File: config.mk
export PLATFORM = sky130hd
export DESIGN_NAME = scoreboard_hazard_unit
export DESIGN_NICKNAME = d
export VERILOG_FILES = /design/src/rtl/scoreboard_hazard_unit.sv
export SDC_FILE = /design/constraint.sdc
export NUM_CORES = 1
export LEC_CHECK = 0
export CELL_PAD_IN_SITES_DETAIL_PLACEMENT = 1
export CELL_PAD_IN_SITES_GLOBAL_PLACEMENT = 2
export CORE_MARGIN = 2
export CORE_UTILIZATION = 31
export DETAILED_ROUTE_END_ITERATION = 8
export DONT_BUFFER_PORTS = 1
export PLACE_DENSITY = 0.73
export SLEW_MARGIN = 15
export SYNTH_ARGS = -nofsm -noshare
export SYNTH_HDL_FRONTEND = slang
export SYNTH_SLANG_ARGS = --single-unit
File: constraint.sdc
create_clock -name ip_clk -period 26.1 [get_ports ip_clk]
set_clock_uncertainty 0.15 [all_clocks]
set_input_delay 3.915 -clock ip_clk [delete_from_list [all_inputs] [get_ports ip_clk]]
set_output_delay 3.915 -clock ip_clk [all_outputs]
set_load 0.05 [all_outputs]
File: src/rtl/scoreboard_hazard_unit.sv
// ---------------------------------------------------------------------------
// scoreboard_hazard_unit
//
// In-order issue scoreboard for a single ID stage. One countdown per
// architectural register records how many cycles remain until that
// register's pending result is available. An incoming instruction is held
// (op_stall) on a read-after-write hazard on either source, or on a
// write-after-write hazard that would let a shorter-latency write complete
// before an older, longer one. Otherwise it is accepted (op_issue) and its
// destination countdown is loaded. Register 0 is never tracked.
//
// Parameters
//   REG_ADDR_W : register-address width (2**REG_ADDR_W registers)
//   MAX_LAT    : largest result latency that can be tracked
//   FWD_EN     : 1 = a result can be consumed in its final cycle
//
// Ports
//   ip_clk          : clock
//   ip_rst          : synchronous active-high reset
//   ip_issue_valid  : ID-stage instruction requests issue
//   ip_rs / ip_rt   : source registers A / B
//   ip_use_rs/_rt   : instruction reads rs / rt
//   ip_wr_en        : instruction writes ip_dest
//   ip_dest         : destination register
//   ip_lat          : cycles until the result is available
//   ip_flush        : squash all in-flight writes
//   op_stall        : hold the ID stage this cycle
//   op_issue        : instruction accepted this cycle
//   op_pending_cnt  : number of registers with a pending write
//   op_stall_cycles : saturating count of stalled cycles
// ---------------------------------------------------------------------------
module scoreboard_hazard_unit #(
  parameter int REG_ADDR_W = 5,
  parameter int MAX_LAT    = 8,
  parameter int FWD_EN     = 1,
  localparam int CW        = $clog2(MAX_LAT + 1)
) (
  input  logic                  ip_clk,
  input  logic                  ip_rst,
  input  logic                  ip_issue_valid,
  input  logic [REG_ADDR_W-1:0] ip_rs,
  input  logic [REG_ADDR_W-1:0] ip_rt,
  input  logic                  ip_use_rs,
  input  logic                  ip_use_rt,
  input  logic                  ip_wr_en,
  input  logic [REG_ADDR_W-1:0] ip_dest,
  input  logic [CW-1:0]         ip_lat,
  input  logic                  ip_flush,
  output logic                  op_stall,
  output logic                  op_issue,
  output logic [REG_ADDR_W:0]   op_pending_cnt,
  output logic [15:0]           op_stall_cycles
);

  localparam int            NREG      = 1 << REG_ADDR_W;
  localparam int            PW        = REG_ADDR_W + 1;
  localparam logic [CW-1:0] LAT_MAX_C = CW'(MAX_LAT);
  localparam logic [CW-1:0] ONE_C     = CW'(1);

  logic [CW-1:0] cnt_q [NREG];
  logic [CW-1:0] cnt_d [NREG];
  logic [15:0]   stall_cyc_q;
  logic [15:0]   stall_cyc_d;

  logic [CW-1:0] eff_lat;
  logic [CW-1:0] cnt_rs;
  logic [CW-1:0] cnt_rt;
  logic [CW-1:0] cnt_dest;
  logic          raw_rs;
  logic          raw_rt;
  logic          waw;
  logic          load_en;
  logic [PW-1:0] pending;

  // Latency 0 is treated as a single-cycle result; anything beyond the
  // tracking range is clamped to the longest trackable latency.
  always_comb begin
    if (ip_lat == '0) begin
      eff_lat = ONE_C;
    end else if (ip_lat > LAT_MAX_C) begin
      eff_lat = LAT_MAX_C;
    end else begin
      eff_lat = ip_lat;
    end
  end

  // All hazard checks look at the current (pre-update) countdowns, so a
  // register named as rs, rt and dest at once is judged independently.
  assign cnt_rs   = cnt_q[ip_rs];
  assign cnt_rt   = cnt_q[ip_rt];
  assign cnt_dest = cnt_q[ip_dest];

  function automatic logic raw_hazard(input logic                  used,
                                      input logic [REG_ADDR_W-1:0] src,
                                      input logic [CW-1:0]         cnt);
    logic busy;
    // With forwarding, a result in its last cycle (count 1) is consumable.
    busy = (FWD_EN != 0) ? (cnt > ONE_C) : (cnt != '0);
    return used && (src != '0) && busy;
  endfunction

  always_comb begin
    raw_rs = raw_hazard(ip_use_rs, ip_rs, cnt_rs);
    raw_rt = raw_hazard(ip_use_rt, ip_rt, cnt_rt);
    // A new write must not finish ahead of an older write to the same reg.
    waw    = ip_wr_en && (ip_dest != '0) && (cnt_dest > eff_lat);
  end

  assign op_stall = ip_issue_valid && !ip_flush && (raw_rs || raw_rt || waw);
  assign op_issue = ip_issue_valid && !ip_flush && !op_stall;
  assign load_en  = op_issue && ip_wr_en && (ip_dest != '0);

  // Countdown update: flush clears everything, an accepted write reloads its
  // destination, all other live entries count down towards zero.
  always_comb begin
    for (int unsigned r = 0; r < NREG; r++) begin
      cnt_d[r] = cnt_q[r];
      if (ip_flush) begin
        cnt_d[r] = '0;
      end else if (load_en && (ip_dest == REG_ADDR_W'(r))) begin
        cnt_d[r] = eff_lat;
      end else if (cnt_q[r] != '0) begin
        cnt_d[r] = cnt_q[r] - ONE_C;
      end
    end
    cnt_d[0] = '0;
  end

  always_comb begin
    pending = '0;
    for (int unsigned r = 1; r < NREG; r++) begin
      if (cnt_q[r] != '0) begin
        pending = pending + PW'(1);
      end
    end
  end

  assign op_pending_cnt = pending;

  always_comb begin
    stall_cyc_d = stall_cyc_q;
    if (op_stall && (stall_cyc_q != '1)) begin
      stall_cyc_d = stall_cyc_q + 16'd1;
    end
  end

  assign op_stall_cycles = stall_cyc_q;

  always_ff @(posedge ip_clk) begin
    if (ip_rst) begin
      for (int unsigned r = 0; r < NREG; r++) begin
        cnt_q[r] <= '0;
      end
      stall_cyc_q <= '0;
    end else begin
      for (int unsigned r = 0; r < NREG; r++) begin
        cnt_q[r] <= cnt_d[r];
      end
      stall_cyc_q <= stall_cyc_d;
    end
  end

endmodule
---- Word-level counts from Yosys, hierarchy flattened ----
Memories as Yosys holds them, arrays and structs flattened.
Index checks and enable logic that the tools add are counted.
word-level totals
  input bits .............................. 26
  flip-flop bits (word level) ............. 16
  word-level logic and storage cells ...... 375
  memories kept ........................... 1
  output and inout port bits .............. 24
  RAM bits ................................ 128
operators by class
  equal/unequal tests ..................... 32
  $add $sub $neg .......................... 62
  bitwise logic cells ..................... 32
  order comparisons ....................... 4
  reductions and logical operators ........ 82
  mux-type cells .......................... 161
memories
  name   depth  width  read ports  clocked after Yosys merged registers in  wr ports  RTL line  source
  cnt_q  32     4      34          0                                        32        60        logic [CW-1:0] cnt_q [NREG];
operator list
  operator                 count
  $mux W4                  127
  $add A6 B1 Y6 const B    30
  $mux W6                  30
  $reduce_bool A4 Y1       31
  $sub A4 B1 Y4 const B    31
  $eq A5 B5 Y1 const B     16
  $logic_and A1 B1 Y1      43
  $eq A5 B4 Y1 const B     8
  $or A1 B1 Y1             32
  $eq A5 B3 Y1 const B     4
  $add A16 B1 Y16 const B  1
  $ne A16 B16 Y1 const B   1
  $reduce_bool A5 Y1       3
  $eq A5 B2 Y1 const B     2
  $gt A4 B1 Y1 const B     2
  $eq A5 B1 Y1 const B     1
  $gt A4 B4 Y1             1
  $gt A4 B4 Y1 const B     1
  $logic_not A4 Y1         1
  $mux W1                  4
  $logic_not A1 Y1         2
  $logic_or A1 B1 Y1       2

---- Logic depth before layout (Yosys ltp) ----
An unclocked memory read counts as a cell.
  depth in word-level cells ............... 63
  mapped depth ............................ 90
  gate-level depth less buffers ........... 89

---- Worst setup path before layout ----
No wires, ideal clock.
  path kind ............................... reg2out
  start ................................... memory cnt_q[2][0] (netlist name)
  end ..................................... output op_pending_cnt[5]
  stages on the path, launching flop included .. 89
  path slack .............................. 6395 ps
  arrival ................................. 15640 ps
  required time ........................... 22035 ps
  path buffers ............................ 1
  cells stage by stage .................... dfxtp_1 > inv_1 > ha_1 > nor3b_1 > ha_1 > buf_1 > xnor2_4 > ha_1 > nand2_1 > nand2_1 > ha_1 > nand2_1 > o21ai_0 > ha_1 > nor2_1 > a41oi_1 > o21ai_1 > xnor2_1 > [53 not listed] > a221oi_1 > a21oi_1 > ha_1 > nor2_1 > a21oi_1 > ha_1 > nand2_1 > a21boi_0 > inv_1 > ha_1 > nor2_1 > a21oi_1 > a41o_1 > o21ai_0 > o21ai_0 > nand3_1 > nand3_1 > xnor2_1
RTL lines
  element      RTL line  source
  from (decl)  60
  to (decl)    51        output logic [REG_ADDR_W:0] op_pending_cnt,

==> reports/qor.yml <==
clocking:
  ctsHtreeMaxLevel: 4
  cts_hold_buf: 0
  path_clk_slew_ns: 0.07
  numClockSinks: 140
  clk_latency_ns: 0.44
  post_cts_resized: 0
  cts_root_buf: "clkbuf_16"
  cts_tree: "yes"
  cts-buffers-inserted: 17
  cts_buffer_depth: 2
  cts_setup_buffers: 0
yosys:
  syn_nets: 1853
  ys_ff_latch: 140
  synth-compound-area-share_pct: 15.84
  yosysSeqAreaShare_pct: 20.14
  synth_xor_area_share_pct: 16.18
  syn_area_per_cell_um2: 7.914
  synth_top_area_cell: "dfxtp_1"
  synth_area_leaders: "dfxtp_1 20%, xnor2_1 8.6%, mux4_2 8.6%"
  yosys.area_share.simple_pct: 23.98
  ys_async_sr_fraction_pct: 0
  synth_top_family_by_area: "simple AND/OR/NAND/NOR gates"
  syn_inst: 1758
  ys_warn_count: 0
  synth_enable_flop_cells: 0
  synth.area.mux_share_pct: 13.17
  synth.distinct_cells: 87
  synthAdderAreaFrac_pct: 6.205
  synth_flop_cell: "dfxtp_1"
  synth_top_area_share_pct: 20.14
  syn-cell-area_um2: 13910
placement:
  gp_congestion: 0.8469
  portBuffers: 0
  hpwl_um: 35060
floorplanning:
  io_pins: 50
  rows: 77
  dieArea_um2: 46590
  core_um2: 44220
  fp.dieW_um: 215.9
  dieHeight_um: 215.9
  start_util_pct: 31.46
grt:
  grt_first_pass_wirelength_um: 73420
  antenna_found_initial: 2
  grt_usage_pct: 19.94
  first_global_vias: 12750
  gr-total-overflow: 0
  grt_max_degree: 84
final_layout:
  final_cell_mix: "281 x nor2_1, 153 x nand2_1, 140 x dfxtp_1"
  area_growth_pct: 8.444
  nFillCells: 5298
  mostFrequentLayoutCell: "nor2_1"
  drive_gt1_share_pct: 9.491
  utilization_pct: 34.12
  fin_nets: 1811
flow_run:
  maxCapViolCount: 0
timing:
  finalCriticalPeriod_ns: 22.72
  fin_setup_tns_ns: 0
  timing.slew.headroom_pct: 23.82
  drv_slew: 0
  setup_viol: 0
  post-route-period-util_pct: 87.06
  finalHoldViolCount: 0
  rsz0062_at_grt: "no"
  tightest_slew_ns: 1.135
  max_freq_ghz: 0.04401
route:
  ant_nets: 0
  wl_per_cell_um: 19.90
  wl_um: 46180
  vias_per_cell: 5.454
  dr.pass1.iters: 5
  vias: 12660
  dr.first_iter.drc_count: 715
  drc: 0
worst_setup_path:
  critPathMaxFanout: 9
  crit_path_max_incr_delay_ns: 0.89
  end_kind: "output pin"
  critPathLaunchType: "register"
  path_class: "register to output pin"
  arrival_ns: 18.66
  cpMostUsedCell: "ha_1"
  cp_data_required_time_ns: 22.03
  worst_path_max_delay_cell: "xnor2_1"
run_status:
  status: "complete, no violations"
worst_hold_path:
  hp-class: "register to register"
[cells in the mapped netlist (all sizes together) (43+ instances only)]
cell type	number
nor2	282
inv	86
a21oi	127
nand3	44
ha	69
nor3	75
xor2	50
mux4	53
mux2i	57
nand2	153
clkbuf	69
o21ai	62
or3	43
a211oi	51
dfxtp	140
xnor2	145
[through the flow]
step | instances | area [µm²] | hold WS (ns) | worst slack [ns]
CTS | 2320 | 15090 | 0.4383 | 3.275
finish | 2321 | 15090 | 0.4373 | 3.377
detailed placement | 2289 | 14500 | 0.4277 | 3.831
global placement | 2289 | 14500 | 0.4213 | 4.707
floorplan | 1758 | 13910 | 0.3913 | 6.395
global route | 2321 | 15090 | 0.4961 | 1.605
[critical path, delay by kind of cell (launching register included)]
kind,cells,cell delay (ns)
and+or+nand+nor,20,2.60
AOI/OAI and AO/OA,32,6.69
xor gates and xnor gates,13,3.29
adders and majority gates,17,5.10
buffers and inverters,2,0.17
DFF,1,0.34
[cells by family (layout without fill, tap and decap cells)]
kind of cell,count (synthesis),count (layout)
mux,116,116
other cells,0,1
simple gates,709,709
buf+inv,165,135
flops,140,140
fa+ha+maj,69,69
xor+xnor,212,212
compound gates,347,347
[area by class of cell]
| type | count | area [µm²] | area share, % |
|---|---|---|---|
| Antenna cell | 1 | 2.502 | 0.01659 |
| Clock buffer | 20 | 466.7 | 3.093 |
| Clock inverter | 11 | 118.9 | 0.7878 |
| Inverter | 87 | 329.1 | 2.181 |
| Multi-Input combinational cell | 1453 | 10500 | 69.59 |
| Sequential cell | 140 | 2803 | 18.58 |
| Tap cell | 592 | 740.7 | 4.909 |
| Timing Repair Buffer | 17 | 127.6 | 0.8458 |
[flip-flops by register name, summed over array words and instances, names as in the netlist]
register / flops
cnt_q: 124
op_stall_cycles: 16
[worst paths after layout]
| check | slack, ns | cells past startpoint | start | end |
|---|---|---|---|---|
| max | 3.38 | 84 | cnt_q[2][1] | op_pending_cnt[5] |
| min | 0.44 | 2 | cnt_q[1][3] | cnt_q[1][3] |
| max reg2reg | 21.03 | 14 | cnt_q[23][1] | cnt_q[11][2] |
| min reg2reg | 0.44 | 2 | cnt_q[1][3] | cnt_q[1][3] |
[layer usage]
| layer | GRT usage [%] | share of wire (%) | up-vias |
|---|---|---|---|
| met4 | 3.218 | 0.92 | 2 |
| met1 | 27.83 | 49 | 6235 |
| li1 | - | - | 6185 |
| met2 | 31.39 | 44 | 204 |
| met5 | 0 | 0.028 | - |
| met3 | 5.046 | 5.6 | 32 |
Power is left out: the tool's default activity adds up to more than one toggle a clock period on the data nets, which glitch-free logic cannot reach.
